$ cat src/rtl/sort_pkg.sv
// rtl/sort_pkg.sv - shared types, constants and pair schedule for the sort4_seq sorter
//
// Purpose : FSM state enum, default element width, and the fixed 5-step
//           compare-exchange schedule (index a, index b per step).
// Ports   : none (package).
// Options : SORT4_SWAPCNT_EN is consumed by sort4_seq_if.sv and sort4_seq.sv, not here.
package sort_pkg;

  localparam int DEFAULT_WIDTH = 8;
  localparam int NUM_STEPS     = 5;
  localparam logic [2:0] LAST_STEP = 3'(NUM_STEPS - 1);

  typedef enum logic [1:0] {
    IDLE = 2'd0,
    CMP  = 2'd1,
    DONE = 2'd2
  } state_t;

  // Optimal 4-input network: (0,1) (2,3) (0,2) (1,3) (1,2); a < b in every pair.
  localparam logic [1:0] STEP_A [NUM_STEPS] = '{2'd0, 2'd2, 2'd0, 2'd1, 2'd1};
  localparam logic [1:0] STEP_B [NUM_STEPS] = '{2'd1, 2'd3, 2'd2, 2'd3, 2'd2};

  // Out-of-range steps never occur in CMP; they map to a harmless pair.
  function automatic logic [1:0] pair_a(input logic [2:0] s);
    return (s <= LAST_STEP) ? STEP_A[s] : 2'd0;
  endfunction

  function automatic logic [1:0] pair_b(input logic [2:0] s);
    return (s <= LAST_STEP) ? STEP_B[s] : 2'd1;
  endfunction

endpackage

$ cat src/rtl/sort4_seq_if.sv
// rtl/sort4_seq_if.sv - batch in / sorted result out handshake bundle for sort4_seq
//
// Purpose : groups the producer handshake (in_valid/in_ready, N1..N4), the
//           consumer handshake (out_valid/out_ready, S1..S4) and busy.
// Ports   : master = producer/consumer side, slave = sorter side.
// Options : SORT4_SWAPCNT_EN adds swap_cnt[2:0] (sorter -> consumer).
interface sort4_seq_if #(
  parameter int WIDTH = 8
);

  logic             in_valid;
  logic             in_ready;
  logic [WIDTH-1:0] N1, N2, N3, N4;
  logic             out_valid;
  logic             out_ready;
  logic [WIDTH-1:0] S1, S2, S3, S4;
  logic             busy;
`ifdef SORT4_SWAPCNT_EN
  logic [2:0]       swap_cnt;
`endif

`ifdef SORT4_SWAPCNT_EN
  modport master (
    output in_valid, N1, N2, N3, N4, out_ready,
    input  in_ready, out_valid, S1, S2, S3, S4, busy, swap_cnt
  );
  modport slave (
    input  in_valid, N1, N2, N3, N4, out_ready,
    output in_ready, out_valid, S1, S2, S3, S4, busy, swap_cnt
  );
`else
  modport master (
    output in_valid, N1, N2, N3, N4, out_ready,
    input  in_ready, out_valid, S1, S2, S3, S4, busy
  );
  modport slave (
    input  in_valid, N1, N2, N3, N4, out_ready,
    output in_ready, out_valid, S1, S2, S3, S4, busy
  );
`endif

endinterface

$ cat src/rtl/sort4_seq_cmp_swap.sv
// rtl/sort4_seq_cmp_swap.sv - single unsigned compare-exchange cell
//
// Purpose : orders one pair; equal values pass straight through (no swap).
// Ports   : x, y (WIDTH, in)  - operand pair, x from the lower register index
//           lo, hi (WIDTH, out) - min / max of the pair
//           swapped (out)       - x > y, i.e. the pair was exchanged
module cmp_swap #(
  parameter int WIDTH = 8
) (
  input  logic [WIDTH-1:0] x,
  input  logic [WIDTH-1:0] y,
  output logic [WIDTH-1:0] lo,
  output logic [WIDTH-1:0] hi,
  output logic             swapped
);

  assign swapped = (x > y);
  assign lo      = swapped ? y : x;
  assign hi      = swapped ? x : y;

endmodule

$ cat src/rtl/sort4_seq.sv
// rtl/sort4_seq.sv - sequential 4-element unsigned sorter with one shared compare-exchange
//
// Purpose : loads a 4-word batch, runs the 5-step network through a single
//           cmp_swap over 5 cycles, then holds the ascending result.
// Ports   : clk         - rising-edge clock
//           rst_n       - asynchronous active-low reset
//           bus (slave) - in_valid/in_ready/N1..N4, out_valid/out_ready/S1..S4, busy
// Options : SORT4_SWAPCNT_EN adds bus.swap_cnt, the number of exchanging steps.
module sort4_seq
  import sort_pkg::*;
#(
  parameter int WIDTH = DEFAULT_WIDTH
) (
  input  logic       clk,
  input  logic       rst_n,
  sort4_seq_if.slave bus
);

  state_t           state;
  logic [2:0]       step;
  logic [WIDTH-1:0] r [4];
  logic             in_ready_q;
  logic             out_valid_q;
  logic             busy_q;

  logic [1:0]       pa;
  logic [1:0]       pb;
  logic [WIDTH-1:0] lo;
  logic [WIDTH-1:0] hi;
  logic             swapped;

`ifdef SORT4_SWAPCNT_EN
  logic [2:0]       swap_cnt_q;
`endif

  // The one comparator is steered onto the pair selected by the current step.
  assign pa = pair_a(step);
  assign pb = pair_b(step);

  cmp_swap #(
    .WIDTH(WIDTH)
  ) u_cmp (
    .x       (r[pa]),
    .y       (r[pb]),
    .lo      (lo),
    .hi      (hi),
    .swapped (swapped)
  );

  always_ff @(posedge clk or negedge rst_n) begin
    if (!rst_n) begin
      state       <= IDLE;
      step        <= '0;
      for (int i = 0; i < 4; i++) r[i] <= '0;
      in_ready_q  <= 1'b1;
      out_valid_q <= 1'b0;
      busy_q      <= 1'b0;
`ifdef SORT4_SWAPCNT_EN
      swap_cnt_q  <= '0;
`endif
    end else begin
      unique case (state)
        IDLE: begin
          // in_ready is high throughout IDLE, so in_valid alone means accept.
          if (bus.in_valid) begin
            r[0]       <= bus.N1;
            r[1]       <= bus.N2;
            r[2]       <= bus.N3;
            r[3]       <= bus.N4;
            step       <= '0;
            state      <= CMP;
            in_ready_q <= 1'b0;
            busy_q     <= 1'b1;
`ifdef SORT4_SWAPCNT_EN
            swap_cnt_q <= '0;
`endif
          end
        end

        CMP: begin
          r[pa] <= lo;
          r[pb] <= hi;
`ifdef SORT4_SWAPCNT_EN
          if (swapped) swap_cnt_q <= swap_cnt_q + 3'd1;
`endif
          if (step == LAST_STEP) begin
            step        <= '0;
            state       <= DONE;
            busy_q      <= 1'b0;
            out_valid_q <= 1'b1;
          end else begin
            step <= step + 3'd1;
          end
        end

        DONE: begin
          // No bypass to a new load: IDLE is always visited for one cycle.
          if (bus.out_ready) begin
            state       <= IDLE;
            out_valid_q <= 1'b0;
            in_ready_q  <= 1'b1;
          end
        end

        default: begin
          state       <= IDLE;
          step        <= '0;
          in_ready_q  <= 1'b1;
          out_valid_q <= 1'b0;
          busy_q      <= 1'b0;
        end
      endcase
    end
  end

  assign bus.in_ready  = in_ready_q;
  assign bus.out_valid = out_valid_q;
  assign bus.busy      = busy_q;
  assign bus.S1        = r[0];
  assign bus.S2        = r[1];
  assign bus.S3        = r[2];
  assign bus.S4        = r[3];
`ifdef SORT4_SWAPCNT_EN
  assign bus.swap_cnt  = swap_cnt_q;
`endif

endmodule
$ cat src/flat_wrapper.sv
// flat-port wrapper written by rule: the top's interface ports become plain ports
module sort4_seq_flat import sort_pkg::*;
#(
  parameter int WIDTH = DEFAULT_WIDTH
)
  (clk, rst_n, bus_in_valid, bus_N1, bus_N2, bus_N3, bus_N4, bus_out_ready, bus_in_ready, bus_out_valid, bus_S1, bus_S2, bus_S3, bus_S4, bus_busy);
  sort4_seq_if #(.WIDTH(WIDTH)) bus_i ();
  input  logic clk;
  input  logic rst_n;
  input wire logic [$bits(bus_i.in_valid)-1:0] bus_in_valid;
  input wire logic [$bits(bus_i.N1)-1:0] bus_N1;
  input wire logic [$bits(bus_i.N2)-1:0] bus_N2;
  input wire logic [$bits(bus_i.N3)-1:0] bus_N3;
  input wire logic [$bits(bus_i.N4)-1:0] bus_N4;
  input wire logic [$bits(bus_i.out_ready)-1:0] bus_out_ready;
  output wire logic [$bits(bus_i.in_ready)-1:0] bus_in_ready;
  output wire logic [$bits(bus_i.out_valid)-1:0] bus_out_valid;
  output wire logic [$bits(bus_i.S1)-1:0] bus_S1;
  output wire logic [$bits(bus_i.S2)-1:0] bus_S2;
  output wire logic [$bits(bus_i.S3)-1:0] bus_S3;
  output wire logic [$bits(bus_i.S4)-1:0] bus_S4;
  output wire logic [$bits(bus_i.busy)-1:0] bus_busy;
  assign bus_i.in_valid = bus_in_valid;
  assign bus_i.N1 = bus_N1;
  assign bus_i.N2 = bus_N2;
  assign bus_i.N3 = bus_N3;
  assign bus_i.N4 = bus_N4;
  assign bus_i.out_ready = bus_out_ready;
  assign bus_in_ready = bus_i.in_ready;
  assign bus_out_valid = bus_i.out_valid;
  assign bus_S1 = bus_i.S1;
  assign bus_S2 = bus_i.S2;
  assign bus_S3 = bus_i.S3;
  assign bus_S4 = bus_i.S4;
  assign bus_busy = bus_i.busy;
  sort4_seq #(.WIDTH(WIDTH)) u_core (.clk(clk), .rst_n(rst_n), .bus(bus_i));
endmodule
$ cat config.mk
export PLATFORM = sky130hd
export DESIGN_NAME = sort4_seq_flat
export DESIGN_NICKNAME = d
export VERILOG_FILES = /design/src/rtl/sort_pkg.sv /design/src/rtl/sort4_seq_if.sv /design/src/rtl/sort4_seq_cmp_swap.sv /design/src/rtl/sort4_seq.sv /design/src/flat_wrapper.sv
export SDC_FILE = /design/constraint.sdc
export NUM_CORES = 1
export LEC_CHECK = 0
export ABC_AREA = 0
export CORE_MARGIN = 2
export CORE_UTILIZATION = 54
export DETAILED_ROUTE_END_ITERATION = 16
export GPL_TIMING_DRIVEN = 0
export PLACE_DENSITY = 0.86
export SLEW_MARGIN = 40
export SYNTH_ARGS = -nofsm -noshare
export SYNTH_HDL_FRONTEND = slang
export SYNTH_SLANG_ARGS = --single-unit
$ cat constraint.sdc
create_clock -name clk -period 6.5 [get_ports clk]
set_clock_uncertainty 0.15 [all_clocks]
set_input_delay 1.625 -clock clk [delete_from_list [all_inputs] [get_ports clk]]
set_output_delay 1.625 -clock clk [all_outputs]
set_load 0.1 [all_outputs]
Word level (Yosys, flattened, before mapping)
Memory sizes are Yosys's and may differ from the RTL's.
Cells that the tools add are included.
{ "word_totals": {"ff_bits": 40, "latch_bits": 0, "ramBits": 0, "romBits": 32, "in_bits": 36, "out_inout_bits": 35, "elab_cells": 79, "n_memories": 2} }
{ "mem_list": {"columns": ["memory", "depth", "width", "rd", "rd_ports_with_merged_regs", "write_ports", "line", "text"], "rows": [
  ["(no name shown)", 8, 2, 1, 0, 0, "sort_pkg.sv:25", "return (s <= LAST_STEP) ? STEP_A[s] : 2'd0;"],
  ["(no name shown)", 8, 2, 1, 0, 0, "sort_pkg.sv:29", "return (s <= LAST_STEP) ? STEP_B[s] : 2'd1;"]
]} }
{ "classes": {"n_addsub": 1, "n_mul": 0, "div_mod_pow": 0, "n_lt_le_gt_ge": 7, "eq_ne": 6, "shifts": 0, "mux": 38, "n_bitwise": 6, "n_reduce_logical": 10} }
{ "op_table": {"columns": ["operator", "n"], "rows": [
  ["$bwmux W32", 2],
  ["$mux W8", 8],
  ["$pmux W32 S2", 1],
  ["$bmux W8 S2", 2],
  ["$demux W8 S2", 2],
  ["$mux W32", 1],
  ["$mux W2", 9],
  ["$reduce_and A3 Y1", 4],
  ["$pmux W1 S3", 3],
  ["$pmux W3 S3", 1],
  ["$gt A8 B8 Y1", 1],
  ["$ge A3 B3 Y1 const B", 2],
  ["$lt A3 B1 Y1 const B", 2],
  ["$mux W1", 6],
  ["$mux W3", 2],
  ["$not A2 Y3", 2],
  ["$pmux W2 S3", 1],
  ["$ge A4 B4 Y1 const B", 1],
  ["$ne A2 B2 Y1 const B", 2],
  ["$not A3 Y4", 1],
  ["$reduce_and A2 Y1", 2],
  ["$add A3 B1 Y3 const B", 1],
  ["$eq A3 B3 Y1 const B", 1],
  ["$le A3 B3 Y1 const B", 1],
  ["other kinds (7)", 10]
]} }

Logic depth before layout (Yosys ltp)
Gate-level depths: netlist of run 1.
{ "depth": {"depth_word": 14, "depth_mapped": 22, "mapped_depth_nobuf": 16} }

Hierarchy
A second synthesis of run 1 with hierarchy kept.
{ "hier_totals": {"cells_unflattened": 425, "hier_area_um2": 3809.9} }
{ "modules_own_cells": {"columns": ["mod", "instances", "cells_each", "area_per_inst_um2", "seq_area_each_um2"], "rows": [
  ["sort4_seq", 1, 338, 3079.2, 1002.2],
  ["cmp_swap", 1, 87, 730.7, 0.0]
]} }

Worst setup path before layout of run 1
OpenSTA, ideal clock, no wires.
{ "synth_timing": {"kind": "register -> register", "from": "reg u_core.step[0]", "to": "reg u_core.r (netlist bit u_core.bus.S4[6])", "setup_ns": 0.104, "arrival_time_ns": 4.400, "required_ns": 6.246, "path_slack_ns": 1.846, "stages_incl_launch_ff": 21, "n_path_buf": 5, "period_less_slack_ns": 4.654, "path_cell_list": "dfrtp_1 > inv_1 > ha_1 > buf_2 > buf_2 > and2_1 > clkbuf_1 > a21oi_1 > buf_4 > mux2i_1 > mux2i_1 > inv_1 > ha_1 > and3_1 > a221o_1 > a21oi_1 > a21bo_1 > buf_6 > mux2i_4 > a221oi_1 > a221oi_1"} }
{ "synth_via": {"elab_chain_cells": 14, "elab_cells_between_ends": 34, "cone_classes": "order compare: 6; mux: 21; bitwise: 3; reduce/logical: 2; memory: 2"} }
{ "synth_lines": {"columns": ["item", "line", "text"], "rows": [
  ["start, declared", "sort4_seq.sv:20", "logic [2:0] step;"],
  ["start signal, assigned", "sort4_seq.sv:92", "step <= step + 3'd1;"],
  ["$not A3 Y4 (implied by the code)", "sort_pkg.sv:25, sort_pkg.sv:29", null],
  ["$mem_v2 Z8 W2 (on tied branches)", null, null],
  ["$mux W2 (on tied branches) (3 in a row)", "sort_pkg.sv:25, sort_pkg.sv:29", null],
  ["$not A2 Y3 (on tied branches)", null, null],
  ["$bmux W8 S2 (on tied branches)", "sort4_seq.sv:43, sort4_seq.sv:44", null],
  ["$mux W8 (on tied branches) (2 in a row)", "sort4_seq.sv:43, sort4_seq.sv:44", null],
  ["$gt A8 B8 Y1", "sort4_seq_cmp_swap.sv:17", "assign swapped = (x > y);"],
  ["$mux W8", "sort4_seq_cmp_swap.sv:18", "assign lo = swapped ? y : x;"],
  ["$bwmux W32", "sort4_seq.sv:81", "r[pa] <= lo;"],
  ["$bwmux W32 (*)", "sort4_seq.sv:82", "r[pb] <= hi;"],
  ["$pmux W32 S2 (*)", "sort4_seq.sv:62", "unique case (state)"],
  ["end signal, assigned by index", "sort4_seq.sv:81", null],
  ["end signal, assigned by index", "sort4_seq.sv:82", null],
  ["end, declared", "sort4_seq.sv:21", "logic [WIDTH-1:0] r [4];"]
]} }
Mark *: on every way between the ends. The rest lies on a longest branch, timed or not. The select of a mux whose other input is x is not followed.
A chain may end at the register's enable or synchronous reset.

Worst setup path in the final report of run 1
{ "layout_timing": {"from": "reg u_core.step[0]", "to": "reg u_core.r (netlist bit u_core.bus.S2[5])"} }
The elaborated chain is that of the path after synthesis.

==> results.toml, run 1 <==
[status]
outcome = "finished, final reports clean"

[logic_synthesis]
synth-edff-count = 0
synth_nets = 545
yosysWarningCount = 0
synth_commonest_cells = "nand2_1, nor2_1, dfrtp_1"
syn_avg_cell_area_um2 = 7.688
synth_top_flop_cell = "dfrtp_1"
yosys.area_share.simple = 0.1882
synth_seq_cells = 40
ys_seq_area_frac = 0.2618
synth-compound-area-share = 0.3363
synth_xor_area_frac = 0.006536
synth_cell_type_count = 62
yosysMostFrequentCell = "nand2_1"
synth_top_cell_by_area = "dfrtp_1"
synth_top_family_by_area = "compound AO/OA/AOI/OAI gates"
synth_fa_ha_area_frac = 0.03595
synthMuxAreaShare = 0.1131
syn_inst = 498
synth_top_cells_by_area = "dfrtp_1, mux2i_1, nand2_1"
synthArstFlopShare = 1.000
synthDominantCellAreaShare = 0.2549
syn-cell-area_um2 = 3829

[die]
die_w_um = 88.20
io_pins = 71
dieArea_um2 = 7779
dieHeight_um = 88.20
num_rows = 30
fp.coreArea_um2 = 6832
initial_core_util = 0.5604

[final_layout]
syn_to_final_growth_pct = 19.15
seqCellArea_um2 = 1002
drive_gt1_frac = 0.1337
nets = 622
multi_input_area_um2 = 2614
antenna_cells = 0
nFillCells = 631

[cts]
cts.sinks = 40
post_cts_resized = 0
clockBufferDepth = 2
numCtsBuffers = 5
htree_num_levels = 2
cts_root_buffer = "clkbuf_8"
cts_hold_buffers = 0
path_clk_slew_ps = 80
clkLatencyLatePin_ps = 300
postCtsSetupRepairBufs = 0
cts_tree = "yes"

[worst_setup_path]
ff2ff_path_depth = 20
r2r_start = "u_core.step[0]"
path_class = "register to register"
cp_max_fo = 10
cp-startpoint = "u_core.step[0]"
crit_path_end_kind = "register"
cp_cell_sequence = "inv_1 -> ha_1 -> buf_2 -> buf_2 -> and2_1 -> clkbuf_1 -> a21oi_1 -> buf_4 -> mux2i_1 -> mux2i_1 -> inv_1 -> ha_1 -> and3_1 -> and3_1 -> clkbuf_1 -> o311ai_2 -> a21oi_4 -> mux2i_1 -> a22oi_1 -> a21oi_1"
startpoint_type = "register"
critPathSlowestCell = "mux2i_1"
crit_required_ps = 6580
cpMostUsedCell = "mux2i_1"
arrival_ps = 5780
slowest_delay_ps = 590

[sta]
tns_ps = 0
finalCriticalPeriod_ps = 5702
max_freq_mhz = 175.4
relSlewSlack = 0.3920
final_max_slew_viol_count = 0
rsz0062_at_grt = "no"
finalWorstSetupSlack_ps = 797.5
finalHoldViolCount = 0
whs_ps = 365.5
finalSetupViolCount = 0
worst_pin_slew_ps = 903.9
period_share = 0.8773

[placed_design]
dp_slack_ps = 1021
port_buffers = 70
dpl.hpwl_um = 10400
gp_congestion = 1.015

[global_routing]
antenna_found_initial = 0
overflow = 0
grt_util_all_layers = 0.3551
first_global_vias = 4152
grt_max_degree = 41
grt_pass1_wl_um = 21310

[routing]
wl_per_cell_um = 20.34
num_vias = 4455
avgViaCountPerCell = 6.629
first_iter_violations = 462
drc = 0
first_pass_iters = 5
routed_wl_um = 13670
ant_nets = 0

[min_path]
hp-start = "u_core.bus.out_valid"
hold_depth = 2
hold_class = "register to register"

[job]
maxCapViolCount = 0
## flip-flops by register name (all words and copies together), names as in the netlist
name / flops
u_core.bus.S2: 8
u_core.bus.busy: 1
u_core.bus.out_valid: 1
u_core.bus.S1: 8
u_core.bus.in_ready: 1
u_core.bus.S3: 8
u_core.state: 2
u_core.step: 3
u_core.bus.S4: 8
## per-layer routing
layer,track usage,vias to the layer above,wire length [um]
met5,0,-,0
met4,0.1198,0,463
met3,0.08294,53,1365
met2,0.5557,281,6145
met1,0.4832,2104,5695
li1,-,2017,-
## critical path, delay by kind of cell (launching register included)
kind	cells	cell delay [ps]
compound gates	5	1420
fa+ha+maj	2	550
buf+inv	7	1470
flops	1	410
mux	3	1130
simple gates	3	490
## metrics by stage
| step | util | instance area [um2] | instances |
|---|---|---|---|
| after floorplan | - | 3829 | 498 |
| after global placement | 0.6806 | 4649 | 664 |
| after detailed placement | 0.6546 | 4472 | 664 |
| after CTS | 0.6663 | 4552 | 672 |
| after global routing | 0.6678 | 4562 | 672 |
| final | 0.6678 | 4562 | 672 |
## cells in the final DEF, fill, tap and decap left out, drive strengths merged, types with 2 or more instances in the layout
cell type       n
a211oi          5
a21boi          3
a21o            3
a21oi          36
a221oi         21
a22oi          12
a31oi          13
and2            5
and3            3
buf            51
clkbuf         28
clkdlybuf4s50  34
dfrtp          39
ha             11
inv            18
mux2            5
mux2i          36
nand2          70
nand2b          6
nand3           2
nand4           3
nor2           67
nor2b           4
nor3            3
o211ai          2
o21ai          29
o221a           2
o221ai         10
o22a            2
o22ai          31
o31ai           3
o32ai           2
## worst paths after layout
kind | slack (ps) | end
worst max-delay path | 800 | u_core.bus.S2[5]
worst min-delay path | 370 | u_core.bus.out_valid
worst max register to register | 800 | u_core.bus.S2[5]
worst min register to register | 370 | u_core.bus.out_valid
max in group asynchronous | 4680 | u_core.bus.in_ready
min in group asynchronous | 1160 | u_core.step[0]
## cell type report
cell class              count  area share
plain buffers              35     0.03401
clock buffers               8     0.01755
inverters                  18     0.01481
multi-input cells         405      0.5730
flip-flops and latches     40      0.2197
well taps                  96     0.02633
repair buffers             70      0.1146
## cells by family (layout without fill, tap and decap cells)
logic type,Yosys count,after routing
compound gates,182,182
simple gates,169,169
buf+inv,53,131
mux,41,41
flops,40,40
fa+ha+maj,11,11
xor+xnor,2,2
Power of run 1 is not shown: default switching activity piles up to over one toggle a cycle in this logic, so the estimate is an artifact.
==> run 2, diff against run 1 <==
--- a/config.mk
+++ b/config.mk
@@ -6,9 +6,9 @@
 export NUM_CORES = 1
 export LEC_CHECK = 0
 export ABC_AREA = 0
-export CORE_MARGIN = 2
 export CORE_UTILIZATION = 54
 export DETAILED_ROUTE_END_ITERATION = 16
+export GPL_ROUTABILITY_DRIVEN = 0
 export GPL_TIMING_DRIVEN = 0
 export PLACE_DENSITY = 0.86
 export SLEW_MARGIN = 40
==> run 2 against run 1 <==
Against the previous run: die area shrank 4.5%; largest cell class unchanged; sequential share of layout area is essentially flat; worst hold slack lost 9.7 ps; critical path depth is the same; clock-buffer cell count shrank 1; flip-flop and latch count is the same; worst setup slack lost 44 ps; global-route usage grew 0.071 points; final cell count is the same; routed wire length shrank 3.3%; critical endpoint is now u_core.bus.S2[3].
==> results.toml, run 2 (synthesis results as in run 1) <==
[global_routing]
grt_pass1_wl_um = 20910
overflow = 0
first_global_vias = 4247
grt_max_degree = 41
antenna_found_initial = 0
grt_util_all_layers = 0.3558

[job]
maxCapViolCount = 0

[cts]
numCtsBuffers = 5
cts_hold_buffers = 0
cts_tree = "yes"
cts.sinks = 40
cts_root_buffer = "clkbuf_8"
clockBufferDepth = 2
clkLatencyLatePin_ps = 310
htree_num_levels = 2
path_clk_slew_ps = 80
postCtsSetupRepairBufs = 0
post_cts_resized = 0

[final_layout]
nets = 622
layout_common_cells = "nand2_1, nor2_1, buf_2"
layout_commonest_cell = "nand2_1"
drive_gt1_frac = 0.1354
syn_to_final_growth_pct = 19.18
antenna_cells = 0
fin_area_um2 = 4563
post-route-util = 0.6679

[routing]
drc = 0
first_pass_iters = 7
wl_per_cell_um = 19.67
num_vias = 4642
routed_wl_um = 13220
avgViaCountPerCell = 6.908
ant_nets = 0
first_iter_violations = 630

[worst_setup_path]
cp_max_fo = 10
crit_required_ps = 6580
startpoint_type = "register"
path_class = "register to register"
crit_path_end_kind = "register"
arrival_ps = 5830

[sta]
period_share = 0.8841
finalCriticalPeriod_ps = 5747
tns_ps = 0
max_freq_mhz = 174.0
finalSetupViolCount = 0
worst_pin_slew_ps = 786.1
finalHoldViolCount = 0
whs_ps = 355.9
final_max_slew_viol_count = 0
rsz0062_at_grt = "no"
relSlewSlack = 0.4712

[die]
dieArea_um2 = 7430
io_pins = 71
die_w_um = 86.20
fp.coreArea_um2 = 6832
num_rows = 30
initial_core_util = 0.5604
dieHeight_um = 86.20

[placed_design]
dpl.hpwl_um = 9673
port_buffers = 70
postPlaceCellArea_um2 = 4472

[status]
outcome = "finished, final reports clean"

[min_path]
hold_class = "register to register"
run 2: through the flow:
step                      setup slack [ps]  std cells
after global placement                1102        664
after detailed placement             943.0        664
after floorplan                       1846        498
final                                753.5        672
after global routing                 486.0        672
after CTS                            867.1        672
run 2: worst max-delay path, cell delays in order (launching register included):
cell and delay (ps):
dfrtp_1 420, inv_1 110, ha_1 210, buf_2 170
buf_2 200, and2_1 150, clkbuf_1 160, a21oi_1 340
buf_4 300, mux2i_1 100, mux2i_1 410, inv_1 210
ha_1 350, and3_1 170, and3_1 170, clkbuf_1 320
o311ai_2 250, a21oi_4 410, mux2i_1 630, a22oi_1 250
a21oi_1 180
run 2: area by class of cell:
type | count | area [um2]
Sequential cell | 40 | 1002
Timing Repair Buffer | 70 | 523.0
Clock buffer | 7 | 76.32
Fill cell | 602 | 2268
Tap cell | 96 | 120.1
Inverter | 18 | 67.56
Buffer | 35 | 155.1
Multi-Input combinational cell | 405 | 2614
Clock inverter | 1 | 5.005
run 2: path summary, 6_finish.rpt:
check | start | to | slack [ps] | cells after the start
worst min register to register | u_core.bus.out_valid | u_core.bus.out_valid | 360 | 2
worst max register to register | u_core.step[0] | u_core.bus.S2[3] | 750 | 20
max in group asynchronous | rst_n | u_core.bus.S4[5] | 4660 | 1
worst max-delay path | u_core.step[0] | u_core.bus.S2[3] | 750 | 20
worst min-delay path | u_core.bus.out_valid | u_core.bus.out_valid | 360 | 2
min in group asynchronous | rst_n | u_core.bus.S4[1] | 1150 | 1
run 2: metal layers:
metal / vias to the layer above / GRT usage / routed length [um]
met5: - / 0 / 0
met3: 89 / 0.08286 / 1625
met4: 0 / 0.1500 / 548
met2: 386 / 0.5671 / 5926
met1: 2157 / 0.4640 / 5118
li1: 2010 / - / -
Power of run 2 is left out for the same reason.
